`config.mk`:
```
export PLATFORM = sky130hd
export DESIGN_NAME = uart_tx_csr_bank
export DESIGN_NICKNAME = d
export VERILOG_FILES = /design/src/rtl/uart_pkg.sv /design/src/rtl/uart_w1c_bit.sv /design/src/rtl/uart_tx_csr_bank.sv
export SDC_FILE = /design/constraint.sdc
export NUM_CORES = 1
export LEC_CHECK = 0
export CAP_MARGIN = 30
export CORE_MARGIN = 1.5
export CORE_UTILIZATION = 38
export DETAILED_ROUTE_END_ITERATION = 16
export GPL_TIMING_DRIVEN = 1
export HOLD_SLACK_MARGIN = 0.06
export PLACE_DENSITY_LB_ADDON = 0.2
export SYNTH_ARGS = -nofsm -noshare
export SYNTH_HDL_FRONTEND = slang
export SYNTH_SLANG_ARGS = --single-unit
```
`constraint.sdc`:
```
create_clock -name clk -period 1.1 [get_ports clk]
set_input_delay 0.165 -clock clk [delete_from_list [all_inputs] [get_ports clk]]
set_output_delay 0.165 -clock clk [all_outputs]
set_load 0.005 [all_outputs]
```
`src/rtl/uart_pkg.sv`:
```
`default_nettype none
// ============================================================================
// uart_pkg : register map, bit positions and CTRL layout of the UART TX CSRs
// Revision : 1.0
// ============================================================================
package uart_pkg;

    localparam int CTRL_IDX   = 0;
    localparam int STATUS_IDX = 1;
    localparam int TXDATA_IDX = 2;
    localparam int BAUD_IDX   = 3;

    localparam int CTRL_TX_EN    = 0;
    localparam int CTRL_TWO_STOP = 1;
    localparam int CTRL_ODD_PAR  = 2;
    localparam int CTRL_PAR_EN   = 3;
    localparam int CTRL_DONE_IE  = 4;
    localparam int CTRL_EMPTY_IE = 5;
    localparam int CTRL_W        = 6;

    localparam int STATUS_FULL    = 0;
    localparam int STATUS_BUSY    = 1;
    localparam int STATUS_DONE    = 2;
    localparam int STATUS_OVERRUN = 3;

    typedef struct packed {
        logic empty_ie;
        logic done_ie;
        logic parity_en;
        logic odd_parity;
        logic two_stop;
        logic tx_en;
    } ctrl_t;

endpackage
`default_nettype wire

```
`src/rtl/uart_w1c_bit.sv`:
```
`default_nettype none
// ============================================================================
// uart_w1c_bit : single sticky status bit, set has priority over clear
// Revision     : 1.0
// ============================================================================
module uart_w1c_bit (
    input  logic clk,
    input  logic reset,
    input  logic set,
    input  logic clr,
    output logic q
);

    always_ff @(posedge clk) begin
        if (reset) begin
            q <= 1'b0;
        end else if (set) begin
            q <= 1'b1;
        end else if (clr) begin
            q <= 1'b0;
        end
    end

endmodule
`default_nettype wire

```
`src/rtl/uart_tx_csr_bank.sv`:
```
`default_nettype none
// ============================================================================
// uart_tx_csr_bank : UART TX control/status register bank with TX holding reg
// Optional interrupt output when UART_TX_CSR_IRQ_EN is defined.  Revision 1.0
// ============================================================================
module uart_tx_csr_bank
    import uart_pkg::*;
#(
    parameter int DATA_W   = 8,
    parameter int BAUD_W   = 16,
    parameter int BAUD_RST = 434,
    parameter int BUS_W    = 32,
    parameter int ADDR_W   = 2
) (
    input  logic              clk,
    input  logic              reset,
    input  logic              wr_en,
    input  logic              rd_en,
    input  logic [ADDR_W-1:0] addr,
    input  logic [BUS_W-1:0]  wdata,
    output logic [BUS_W-1:0]  rdata,
    output logic              tx_en,
    output logic              two_stop,
    output logic              odd_parity,
    output logic              parity_en,
    output logic [BAUD_W-1:0] baud_div,
    output logic [DATA_W-1:0] tx_data,
    output logic              tx_valid,
    input  logic              tx_ready,
    input  logic              tx_busy,
    input  logic              tx_done
`ifdef UART_TX_CSR_IRQ_EN
    ,
    output logic              irq
`endif
);

    ctrl_t             ctrl;
    logic              full;
    logic              done;
    logic              overrun;
    logic [DATA_W-1:0] hold;
    logic [DATA_W-1:0] last_wr;
    logic              wr_ctrl;
    logic              wr_status;
    logic              wr_txdata;
    logic              wr_baud;
    logic              handshake;
    logic              wr_accept;
    logic              ovr_set;
    logic [BUS_W-1:0]  rd_word;
    logic              unused_wdata;

    assign wr_ctrl   = wr_en && (addr == ADDR_W'(CTRL_IDX));
    assign wr_status = wr_en && (addr == ADDR_W'(STATUS_IDX));
    assign wr_txdata = wr_en && (addr == ADDR_W'(TXDATA_IDX));
    assign wr_baud   = wr_en && (addr == ADDR_W'(BAUD_IDX));

    assign unused_wdata = ^wdata;

    // Line configuration and divisor are frozen while the transmitter is enabled.
    always_ff @(posedge clk) begin
        if (reset) begin
            ctrl     <= '0;
            baud_div <= BAUD_W'(BAUD_RST);
        end else begin
            if (wr_ctrl) begin
                ctrl.tx_en <= wdata[CTRL_TX_EN];
                if (!ctrl.tx_en) begin
                    ctrl.two_stop   <= wdata[CTRL_TWO_STOP];
                    ctrl.odd_parity <= wdata[CTRL_ODD_PAR];
                    ctrl.parity_en  <= wdata[CTRL_PAR_EN];
                end
`ifdef UART_TX_CSR_IRQ_EN
                ctrl.done_ie  <= wdata[CTRL_DONE_IE];
                ctrl.empty_ie <= wdata[CTRL_EMPTY_IE];
`endif
            end
            if (wr_baud && !ctrl.tx_en) begin
                baud_div <= wdata[BAUD_W-1:0];
            end
        end
    end

    assign tx_en      = ctrl.tx_en;
    assign two_stop   = ctrl.two_stop;
    assign odd_parity = ctrl.odd_parity;
    assign parity_en  = ctrl.parity_en;

    // A write landing in the same cycle as a handshake refills the slot being drained.
    assign handshake = full & tx_ready;
    assign wr_accept = wr_txdata & (~full | handshake);
    assign ovr_set   = wr_txdata & full & ~tx_ready;

    always_ff @(posedge clk) begin
        if (reset) begin
            full    <= 1'b0;
            hold    <= '0;
            last_wr <= '0;
        end else begin
            if (wr_txdata) begin
                last_wr <= wdata[DATA_W-1:0];
            end
            if (wr_accept) begin
                hold <= wdata[DATA_W-1:0];
                full <= 1'b1;
            end else if (handshake) begin
                full <= 1'b0;
            end
        end
    end

    assign tx_data  = hold;
    assign tx_valid = full;

    uart_w1c_bit u_done (
        .clk   (clk),
        .reset (reset),
        .set   (tx_done),
        .clr   (wr_status & wdata[STATUS_DONE]),
        .q     (done)
    );

    uart_w1c_bit u_overrun (
        .clk   (clk),
        .reset (reset),
        .set   (ovr_set),
        .clr   (wr_status & wdata[STATUS_OVERRUN]),
        .q     (overrun)
    );

    always_comb begin
        rd_word = '0;
        case (addr)
            ADDR_W'(CTRL_IDX):   rd_word[CTRL_W-1:0] = ctrl;
            ADDR_W'(STATUS_IDX): begin
                rd_word[STATUS_FULL]    = full;
                rd_word[STATUS_BUSY]    = tx_busy;
                rd_word[STATUS_DONE]    = done;
                rd_word[STATUS_OVERRUN] = overrun;
            end
            ADDR_W'(TXDATA_IDX): rd_word[DATA_W-1:0] = last_wr;
            ADDR_W'(BAUD_IDX):   rd_word[BAUD_W-1:0] = baud_div;
            default:             rd_word = '0;
        endcase
    end

    always_ff @(posedge clk) begin
        if (reset) begin
            rdata <= '0;
        end else if (rd_en) begin
            rdata <= rd_word;
        end
    end

`ifdef UART_TX_CSR_IRQ_EN
    always_ff @(posedge clk) begin
        if (reset) begin
            irq <= 1'b0;
        end else begin
            irq <= (done & ctrl.done_ie) | (~full & ctrl.tx_en & ctrl.empty_ie) | overrun;
        end
    end
`endif

endmodule
`default_nettype wire
```
======== Word-level counts from Yosys, hierarchy flattened ========
Index checks and enable logic that the tools add are counted.
operators by class
  mux-type cells .......................... 10
  equal/unequal tests ..................... 3
  bitwise gates (word level) .............. 10
  reduce and logical (&&, ||, !) cells .... 11
operator list
  kind                                            number
  one-hot mux 4 bit (4 select lines)              1
  two-way mux 8 bit                               1
  one-hot mux 2 bit (2 select lines)              2
  bitwise AND 1 bit                               6
  two-way mux 1 bit                               6
  nonzero test 2 bit                              3
  logical AND 1 bit                               5
  == test 2 bit (second input constant)           2
  inverter 1 bit                                  3
  == test 2 x 1 -> 1 bit (second input constant)  1
  zero test 2 bit                                 1
  AND reduction 2 bit                             1
  zero test 1 bit                                 1
  OR 1 bit                                        1
storage, ports and cells
  input port bits ......................... 41
  logic and storage cells ................. 45
  bits in registers ....................... 55
  output and inout bits ................... 61

======== Logic depth before layout (Yosys ltp) ========
Gate-level depths: netlist (run 1).
  depth after elaboration ................. 5
  depth in mapped cells ................... 6
  depth with buffers taken out ............ 3

======== Hierarchy ========
Synthesis (run 1) repeated with hierarchy kept, for this count alone.
unflattened totals
  cells, all modules ...................... 258
  area, all modules ....................... 2461.1 um^2
modules (own cells, without submodules)
  module            cells an instance  area each (um^2)  sequential area each (um^2)  times used
  uart_tx_csr_bank  250                2383.5            1061.0                       1
  uart_w1c_bit      4                  38.8              20.0                         2

======== Worst setup path before layout (run 1) ========
Ideal clock, no wire load.
  path kind ............................... flip-flop to flip-flop
  from .................................... register, netlist name tx_en
  to ...................................... register baud_div[8]
  data arrival time ....................... 1.018 ns
  buffers on the path ..................... 2
  required time ........................... 0.978 ns
  slack ................................... -0.040 ns
  period minus slack after synthesis ...... 1.140 ns
  stages on the path, launching flop included .. 6
  library setup time ...................... 0.122 ns
  path through ............................ dfxtp_1 and4b_1 clkbuf_2 buf_6 nand2_1 nand3b_1
between the ends
  cells in the longest elaborated chain, start to end .. 2
RTL lines
  element               line                    RTL
  zero test 1 bit       uart_tx_csr_bank.sv:79  if (wr_baud && !ctrl.tx_en) begin
  logical AND 1 bit     uart_tx_csr_bank.sv:79
  to (signal assigned)  uart_tx_csr_bank.sv:65  baud_div <= BAUD_W'(BAUD_RST);
  to (signal assigned)  uart_tx_csr_bank.sv:80  baud_div <= wdata[BAUD_W-1:0];
  to (decl)             uart_tx_csr_bank.sv:26  output logic [BAUD_W-1:0] baud_div,
No other way between the ends.
A chain may end at the register's enable or synchronous reset.

======== Worst setup path after layout (run 1) ========
  from .................................... register, netlist name tx_en
  to ...................................... register baud_div[0]
between the ends
  cells in the longest elaborated chain, start to end .. 2
RTL lines
  element            line
  zero test 1 bit    uart_tx_csr_bank.sv:79
  logical AND 1 bit  uart_tx_csr_bank.sv:79
No other way between the ends.

==> flow_summary.json, run 1 <==
{
  "slew_violations": 0,
  "hold_ws_ns": 0.2498,
  "area_growth_pct": 52.88,
  "ios": 102,
  "post-route-min-period_ns": 1.265,
  "dr_wl_met3_um": 332,
  "min_path_type": "primary input to register",
  "r2r-start": "tx_en",
  "clock_skew_ns": 0.008220,
  "synth.distinct_cells": 28,
  "path_clk_slew_ns": 0.10,
  "die_h_um": 81.91,
  "highest_layer": "met4",
  "holdPathEnd": "tx_en",
  "outcome": "finished, violations left",
  "worst-path-max-fanout": 7,
  "grt_pass1_wl_um": 9660,
  "cp_num_buf_inv": 2,
  "cts_hold_buffers": 0,
  "routed_wl_um": 6235,
  "die-area_sq_um": 6708,
  "slowest_delay_ns": 0.36,
  "max_freq_mhz": 790.8,
  "place.gp.congestion": 0.7459,
  "crit_chain": "buf_6 > and4b_2 > buf_6 > nand2_2 > a21oi_2",
  "critical-path-slowest-cell": "dfxtp_4",
  "cts_made_buffers": 5,
  "crit_path_frequent_cell": "buf_6",
  "cp.arrival_ns": 1.50,
  "ant_nets": 0,
  "cp.required_ns": 1.34,
  "violations": "setup timing",
  "grt_pass1_vias": 1974,
  "power.density_nw_per_um2": 1059,
  "peakVddDrop_mv": 0.5274,
  "placed_cells": 412,
  "first_pass_iters": 4,
  "yosysWarnings": 0,
  "min-delay-start": "reset",
  "grt_overflow": 0,
  "rows": 28,
  "vias_per_cell": 4.892,
  "route.met2.wl_um": 2968,
  "cap_violations": 0,
  "ys_ff_latch": 55,
  "syn_avg_cell_area_sq_um": 8.928,
  "cts_buffer_depth": 2,
  "worst_slack_ns": -0.1646,
  "start_util_pct": 39.73,
  "die_width_um": 81.91,
  "wl_per_cell_um": 14.07,
  "finalNonFillerCells": 443,
  "yosysSeqAreaShare_pct": 46.54,
  "final_nets": 408,
  "grtUsageTotal_pct": 18.98,
  "clock-sinks": 55,
  "finalSetupViolCount": 22,
  "critPathTopFamily": "simple AND/OR/NAND/NOR gates",
  "worstSetupEndpointType": "register",
  "hold_path_depth": 2,
  "r2r-end": "baud_div[0]",
  "diodes": 0,
  "htreeDepth": 2,
  "reg2regPathDepth": 5,
  "syn_area_sq_um": 2366,
  "p_total_mw": 3.830,
  "drc": 0,
  "setup_tns_ns": -2.616,
  "synthCells": 265,
  "final_hold_viol_count": 0,
  "min_period_over_period_pct": 115.0,
  "num_vias": 2167,
  "rsz0062_at_grt": "true",
  "p_leak_nw": 1.533,
  "antenna_found_initial": 0,
  "place_hpwl_um": 4133,
  "startpoint_type": "register",
  "drt-initial-drc-count": 77,
  "drive_gt1_share_pct": 37.50,
  "core_sq_um": 5956,
  "grt_max_degree": 21,
  "cts_tree": "done",
  "post-place-ws_ns": -0.5781,
  "insertion_delay_ns": 0.31,
  "portBuffers": 69,
  "fillers": 554,
  "critPathKind": "register to register",
  "rrSetupSlack_ns": -0.16,
  "wl_met1_um": 2881,
  "clockRootBuffer": "clkbuf_8"
}
[worst reg2reg max path: stages, from the launching register on]
cell and delay (ns):
dfxtp_4 0.36, buf_6 0.12, and4b_2 0.35, buf_6 0.16, nand2_2 0.06, a21oi_2 0.13
[layout make-up]
class                           instances  area [sq um]  share of cell area, %
Multi-Input combinational cell        188          1174                  32.45
Sequential cell                        55          1154                  31.89
Timing Repair Buffer                  117          1107                  30.61
Tap cell                               75         93.84                  2.594
Clock buffer                            5         68.82                  1.902
Clock inverter                          3         20.02                 0.5534
[power breakdown]
group	switching, mW	internal, mW	total, mW	leakage [nW]
Clock	0.655	0.444	1.10	0.0402
Sequential	0.0377	2.06	2.10	0.462
Combinational	0.282	0.350	0.632	1.03
Total	0.975	2.86	3.83	1.53
[kinds of logic after synthesis]
kind of cell / after synthesis / synth area share (%)
buffers and inverters: 37 / 10.26
and+or+nand+nor: 106 / 22.79
AOI/OAI and AO/OA: 50 / 10.68
muxes: 16 / 9.572
DFF: 55 / 46.54
other: 1 / 0.1585
[flip-flops by register name (all words and copies together), names as in the netlist]
name	flops
u_overrun.q	1
u_done.q	1
odd_parity	1
tx_valid	1
two_stop	1
parity_en	1
tx_data	8
rdata	16
tx_en	1
baud_div	16
last_wr	8
[placed cells by master, fill, tap and decap left out, types with 2 or more instances in the layout]
cell type	netlist	routed
clkdlybuf4s15_1	0	12
nand2b_1	13	13
conb_1	1	16
dfxtp_1	55	15
buf_6	2	10
clkdlybuf4s50_1	0	20
buf_4	19	35
nand2_1	48	36
a21oi_1	41	32
nand2_2	0	9
nand3_1	20	19
nand2_4	0	3
dfxtp_2	0	39
o21ai_0	8	7
nand4b_1	2	2
nor2_1	10	10
mux2_2	4	4
clkbuf_2	1	2
clkinvlp_4	0	2
clkbuf_8	0	5
mux4_2	1	4
nand3b_1	6	6
buf_12	0	5
dlygate4sd2_1	0	31
mux2i_1	8	8
a21oi_2	0	9
[synth_stat cells, drive strengths merged]
master / instances / area (sq um)
mux4: 4 / 101.4
and2: 1 / 6.260
nor2b: 1 / 6.260
and3b: 1 / 8.760
clkbuf: 11 / 42.54
and4b: 1 / 10.01
a22oi: 1 / 7.510
o21ai: 8 / 40.04
nand2b: 13 / 81.33
nor3b: 1 / 7.510
a21oi: 41 / 205.2
dfxtp: 55 / 1101
nor2: 10 / 37.54
mux2i: 8 / 80.08
conb: 1 / 3.750
nor4b: 1 / 23.77
mux2: 4 / 45.04
nand3b: 6 / 45.04
nand3: 20 / 100.1
nand4b: 3 / 32.53
nand2: 48 / 180.2
buf: 26 / 200.2
[metal layers]
metal / up-vias / GRT usage (%)
met5: - / 0
met4: 0 / 4.746
met3: 7 / 4.111
met2: 70 / 31.39
met1: 1018 / 25.05
li1: 1072 / -
[through the flow]
stage | utilization [%] | area, sq um
5_1_grt | 60.74 | 3617
3_3_place_gp | 53.91 | 3211
6_report | 60.74 | 3617
4_1_cts | 57.96 | 3452
3_5_place_dp | 53.91 | 3211
2_1_floorplan | - | 2424
[how the worst max path moves through the flow]
stage	from	end	slack, ns	cells past startpoint
finish	tx_en	baud_div[0]	-0.16	5
global route	baud_div[1]	rdata[1]	-0.21	4
CTS	tx_en	rdata[0]	-0.14	4
detailed placement	addr[0]	rdata[1]	-0.58	5
global placement	addr[0]	rdata[2]	-0.53	5
floorplan	addr[0]	rdata[1]	0.003	4
[what timing repair did]
item | in CTS | in global routing
cloned | 2 | 1
gates resized for setup | 105 | 49
endpoints found under the setup margin | 98 | 55
buffers inserted | 19 | 4
pin swaps | 4 | 20
No activity file was read; power rests on OpenSTA's default activity.
==> run 2, diff against run 1 <==
--- a/config.mk
+++ b/config.mk
@@ -5,9 +5,11 @@
 export SDC_FILE = /design/constraint.sdc
 export NUM_CORES = 1
 export LEC_CHECK = 0
+export ABC_AREA = 1
 export CAP_MARGIN = 30
 export CORE_MARGIN = 1.5
 export CORE_UTILIZATION = 38
+export CTS_CLUSTER_DIAMETER = 30
 export DETAILED_ROUTE_END_ITERATION = 16
 export GPL_TIMING_DRIVEN = 1
 export HOLD_SLACK_MARGIN = 0.06
==> flow_summary.json, run 2 <==
{
  "clock-sinks": 55,
  "p_leak_nw": 1.738,
  "synth_enable_flop_cells": 0,
  "synth.distinct_cells": 23,
  "drc": 0,
  "finalSetupViolCount": 18,
  "slew_violations": 0,
  "clock_skew_ns": 0.007628,
  "mostFrequentLayoutCells": "43 x nand2_1, 40 x dfxtp_2, 38 x dlygate4sd2_1",
  "insertion_delay_ns": 0.31,
  "cts_tree": "done",
  "startpoint_type": "register",
  "peakVddDrop_mv": 0.6624,
  "placed_cells": 462,
  "ios": 102,
  "power.density_nw_per_um2": 1168,
  "worst-path-max-fanout": 6,
  "synth.area.top_cells": "dfxtp_1 48%, nand2_1 8.0%, a21oi_1 6.3%, nor2_1 5.8%, o21ai_0 5.8%",
  "finalNonFillerCells": 488,
  "outcome": "finished, violations left",
  "synth-xor-area-share_pct": 0,
  "synthTopCellsByCount": "55 x dfxtp_1, 49 x nand2_1, 36 x nor2_1",
  "routed_wl_um": 6375,
  "grt_pass1_wl_um": 10150,
  "final_hold_viol_count": 0,
  "area_growth_pct": 60.15,
  "grt_overflow": 0,
  "yosysTopAreaCell": "dfxtp_1",
  "regArea_sq_um": 1159,
  "synth-simple-area-share_pct": 19.76,
  "drt-initial-drc-count": 133,
  "largestRegisters": "baud_div (16), rdata (16)",
  "syn_area_sq_um": 2311,
  "antenna_found_initial": 0,
  "min_path_type": "primary input to register",
  "path_clk_slew_ns": 0.10,
  "start_util_pct": 39.26,
  "die_width_um": 80.99,
  "async_flop_share_pct": 0,
  "htreeDepth": 2,
  "cts_buffer_depth": 2,
  "first_pass_iters": 4,
  "grtUsageTotal_pct": 20.41,
  "p_total_mw": 4.324,
  "synth_compound_area_share_pct": 18.62,
  "synth_fa_ha_area_share_pct": 0,
  "yosysSeqAreaShare_pct": 47.64,
  "netlist.area_leader.share_pct": 47.64,
  "portBuffers": 69,
  "yosysWarnings": 0,
  "syn_avg_cell_area_sq_um": 7.552,
  "synth.most_common_cell": "dfxtp_1",
  "drive_gt1_share_pct": 32.45,
  "place.gp.congestion": 0.7931,
  "final_common_cell": "nand2_1",
  "ant_nets": 0,
  "wl_per_cell_um": 13.06,
  "multi_input_area_sq_um": 1100,
  "vias_per_cell": 4.801,
  "die_h_um": 80.99,
  "place_hpwl_um": 4133,
  "min_period_over_period_pct": 108.7,
  "post-route-min-period_ns": 1.195,
  "grt_max_degree": 34,
  "ys_ff_latch": 55,
  "fillers": 554,
  "max_freq_mhz": 836.5,
  "synthMuxAreaShare_pct": 0,
  "cap_violations": 0,
  "synth_top_family_by_area": "simple AND/OR/NAND/NOR gates",
  "rows": 28,
  "critPathKind": "register to register",
  "core_sq_um": 5886,
  "clockRootBuffer": "clkbuf_8",
  "die-area_sq_um": 6559,
  "cp.required_ns": 1.30,
  "worst_slack_ns": -0.09539,
  "cp.arrival_ns": 1.39,
  "rsz0062_at_grt": "true",
  "cts_hold_buffers": 0,
  "yosys_most_used_dff": "dfxtp_1",
  "worstSetupEndpointType": "register",
  "final_nets": 453,
  "violations": "setup timing",
  "synthCells": 306,
  "cts_made_buffers": 5,
  "num_vias": 2343,
  "grt_pass1_vias": 2145,
  "diodes": 0
}
==> run 2: cell types whose count changed after synthesis, moves of 6 or more <==
| cell | previous run | this run |
|---|---|---|
| nand3b_1 | 6 | 0 |
| a21oi_1 | 41 | 29 |
| o211ai_1 | 0 | 9 |
| mux2i_1 | 8 | 0 |
| inv_1 | 0 | 32 |
| nor2_1 | 10 | 36 |
| o21ai_0 | 8 | 27 |
| o21ai_1 | 0 | 9 |
| nand2b_1 | 13 | 0 |
==> run 2: cells by family (layout without fill, tap and decap cells) <==
| family | Yosys count | after routing |
|---|---|---|
| DFF | 55 | 55 |
| buffers and inverters | 64 | 155 |
| other | 1 | 16 |
| and+or+nand+nor | 107 | 108 |
| AOI/OAI and AO/OA | 79 | 79 |
==> run 2: through the flow <==
stage               TNS, ns  area (sq um)  hold WS [ns]  util (%)  setup WS [ns]
finish              -0.8904          3701        0.4369     62.88       -0.09539
global route         -1.478          3701        0.4484     62.88        -0.1160
CTS                 -0.5983          3657        0.4096     62.14       -0.07662
detailed placement   -20.32          3223        0.4427     54.76        -0.4786
global placement     -19.12          3223        0.4356     54.76        -0.4629
floorplan                 0          2367        0.2782         -        0.09389
==> run 2: path summary, 6_finish.rpt <==
path              start           to  slack [ns]  cells after the start
min             tx_done     u_done.q        0.44                      3
max               tx_en  baud_div[4]        -0.1                      7
max reg2reg       tx_en  baud_div[4]        -0.1                      7
min reg2reg  last_wr[5]   last_wr[5]        0.46                      2
==> run 2: final cells by class <==
class	instances	area share [%]
clock buffer	6	2.231
inverter	36	3.922
timing repair buffer	111	29.34
multi-input combinational	203	29.72
tap	75	2.535
sequential	55	31.30
clock inverter	2	0.9466
==> run 2: power breakdown <==
| group | internal, mW | leakage [nW] | switching (mW) |
|---|---|---|---|
| Sequential | 2.10 | 0.464 | 0.0520 |
| Clock | 0.738 | 0.0612 | 0.666 |
| Combinational | 0.395 | 1.21 | 0.375 |
| Total | 3.23 | 1.74 | 1.09 |
==> run 2: per-layer routing <==
layer	track usage [%]	vias up	part of all wire (%)
met1	26.17	1086	45
met2	34.75	78	48
met3	4.045	10	5.9
met5	0	-	0
met4	5.690	0	1.8
li1	-	1169	-
==> run 2: critical path: stages (launching register included) <==
cell	delay, ns
dfxtp_2	0.34
buf_6	0.11
nor2_4	0.14
nand2_4	0.10
buf_12	0.15
buf_16	0.14
nand2_4	0.05
nand3_2	0.05
==> run 2: repair_timing <==
| action | CTS | global route |
|---|---|---|
| endpoints found under the setup margin | 89 | 39 |
| setup buffers | 13 | 2 |
| gates cloned | 4 | 0 |
| resized for setup | 131 | 26 |
| pin swaps | 12 | 10 |
==> run 3, diff against run 2 <==
--- a/config.mk
+++ b/config.mk
@@ -7,7 +7,7 @@
 export LEC_CHECK = 0
 export ABC_AREA = 1
 export CAP_MARGIN = 30
-export CORE_MARGIN = 1.5
+export CORE_MARGIN = 10
 export CORE_UTILIZATION = 38
 export CTS_CLUSTER_DIAMETER = 30
 export DETAILED_ROUTE_END_ITERATION = 16
==> flow_summary.json, run 3 (synthesis gave the netlist of run 2 again) <==
{
  "post-place-ws_ns": -0.4684,
  "cp.arrival_ns": 1.33,
  "critPathKind": "register to register",
  "area_growth_pct": 50.41,
  "finalNonFillerCells": 480,
  "cts_tree": "done",
  "slew_violations": 0,
  "vias_per_cell": 4.679,
  "crit_end": "tx_data[7]",
  "portBuffers": 69,
  "peakVddDrop_mv": 0.8218,
  "post-route-min-period_ns": 1.081,
  "first_pass_iters": 4,
  "ios": 102,
  "insertion_delay_ns": 0.31,
  "min_path_type": "primary input to register",
  "die-area_sq_um": 9601,
  "die_width_um": 97.99,
  "clockRootBuffer": "clkbuf_8",
  "grtUsageTotal_pct": 12.65,
  "cp-startpoint": "tx_valid",
  "fin_util_pct": 58.71,
  "htreeDepth": 2,
  "diodes": 0,
  "max_freq_mhz": 925.2,
  "core_sq_um": 5921,
  "min_period_over_period_pct": 98.26,
  "place.gp.congestion": 0.7656,
  "rows": 28,
  "cts_hold_buffers": 0,
  "place_hpwl_um": 4887,
  "grt_overflow": 0,
  "antenna_found_initial": 0,
  "grt_pass1_wl_um": 10250,
  "p_total_mw": 3.942,
  "reg2regPathDepth": 7,
  "path_clk_slew_ns": 0.09,
  "rrSetupSlack_ns": 0.02,
  "grt_pass1_vias": 2103,
  "r2r-start": "tx_valid",
  "fillers": 561,
  "finalSetupViolCount": 0,
  "outcome": "completed",
  "drc": 0,
  "num_vias": 2246,
  "start_util_pct": 39.03,
  "final_common_cell": "nand2_1",
  "cts_made_buffers": 5,
  "p_leak_nw": 1.660,
  "worstSetupEndpointType": "register",
  "cts_buffer_depth": 2,
  "drive_gt1_share_pct": 26.42,
  "drt-initial-drc-count": 113,
  "grt_max_degree": 34,
  "worst-path-max-fanout": 8,
  "cp.required_ns": 1.34,
  "rsz0062_at_grt": "true",
  "r2r-end": "tx_data[7]",
  "final_hold_viol_count": 0,
  "clock_skew_ns": 0.01029,
  "worst_slack_ns": 0.01910,
  "die_h_um": 97.99,
  "mostFrequentLayoutCells": "44 x nand2_1, 41 x dlygate4sd2_1, 32 x dfxtp_1",
  "power.density_nw_per_um2": 1134,
  "cap_violations": 0,
  "largestRegisters": "baud_div (16), rdata (16)",
  "clock-sinks": 55,
  "routed_wl_um": 6475,
  "final_nets": 445,
  "ant_nets": 0,
  "placed_cells": 464,
  "startpoint_type": "register",
  "wl_per_cell_um": 13.49
}
==> run 3: layer usage <==
layer / wire (um) / GRT usage, %
met3: 573 / 5.920
met2: 2996 / 20.10
met4: 45 / 2.685
met1: 2859 / 15.23
met5: 0 / 0
==> run 3: area by class of cell <==
cell class | instances | area (sq um) | area share, %
clock inverter | 3 | 15.01 | 0.4320
sequential | 55 | 1130 | 32.51
timing repair buffer | 103 | 950.9 | 27.36
tap | 75 | 93.84 | 2.700
multi-input combinational | 203 | 1075 | 30.92
inverter | 36 | 142.6 | 4.104
clock buffer | 5 | 68.82 | 1.980
==> run 3: timing repair <==
item | CTS | global route
setup endpoints to repair | 87 | 35
cloned | 1 | 0
buffers inserted | 4 | 3
resized for setup | 78 | 52
endpoints found under the hold margin | 0 | 0
pin swaps | 3 | 7
==> run 3: worst max-delay path, stage by stage (launching register included) <==
cell and delay (ns):
dfxtp_2 0.36, buf_6 0.11, inv_2 0.04, nor2_4 0.15
nor2_4 0.08, inv_4 0.11, nand2_1 0.07, a21oi_2 0.12
==> run 3: power breakdown <==
| part | switching (mW) | internal (mW) | total [mW] |
|---|---|---|---|
| Clock | 0.652 | 0.438 | 1.09 |
| Sequential | 0.0483 | 2.10 | 2.14 |
| Combinational | 0.358 | 0.350 | 0.708 |
| Total | 1.06 | 2.88 | 3.94 |
==> run 3: through the flow <==
| step | cell area (sq um) | hold slack [ns] | setup TNS (ns) |
|---|---|---|---|
| after floorplan | 2367 | 0.2782 | 0 |
| after global placement | 3213 | 0.4348 | -19.01 |
| after detailed placement | 3213 | 0.4420 | -20.40 |
| after CTS | 3324 | 0.4114 | 0 |
| after global routing | 3476 | 0.4453 | -0.4023 |
| final | 3476 | 0.4315 | 0 |
==> run 3: worst min-delay path by stage <==
| stage | endpoint | cells past startpoint | startpoint |
|---|---|---|---|
| floorplan | baud_div[1] | 2 | wdata[1] |
| global placement | last_wr[4] | 2 | last_wr[4] |
| detailed placement | last_wr[4] | 2 | last_wr[4] |
| CTS | tx_en | 4 | wr_en |
| global route | baud_div[8] | 3 | wdata[8] |
| finish | tx_en | 4 | wr_en |
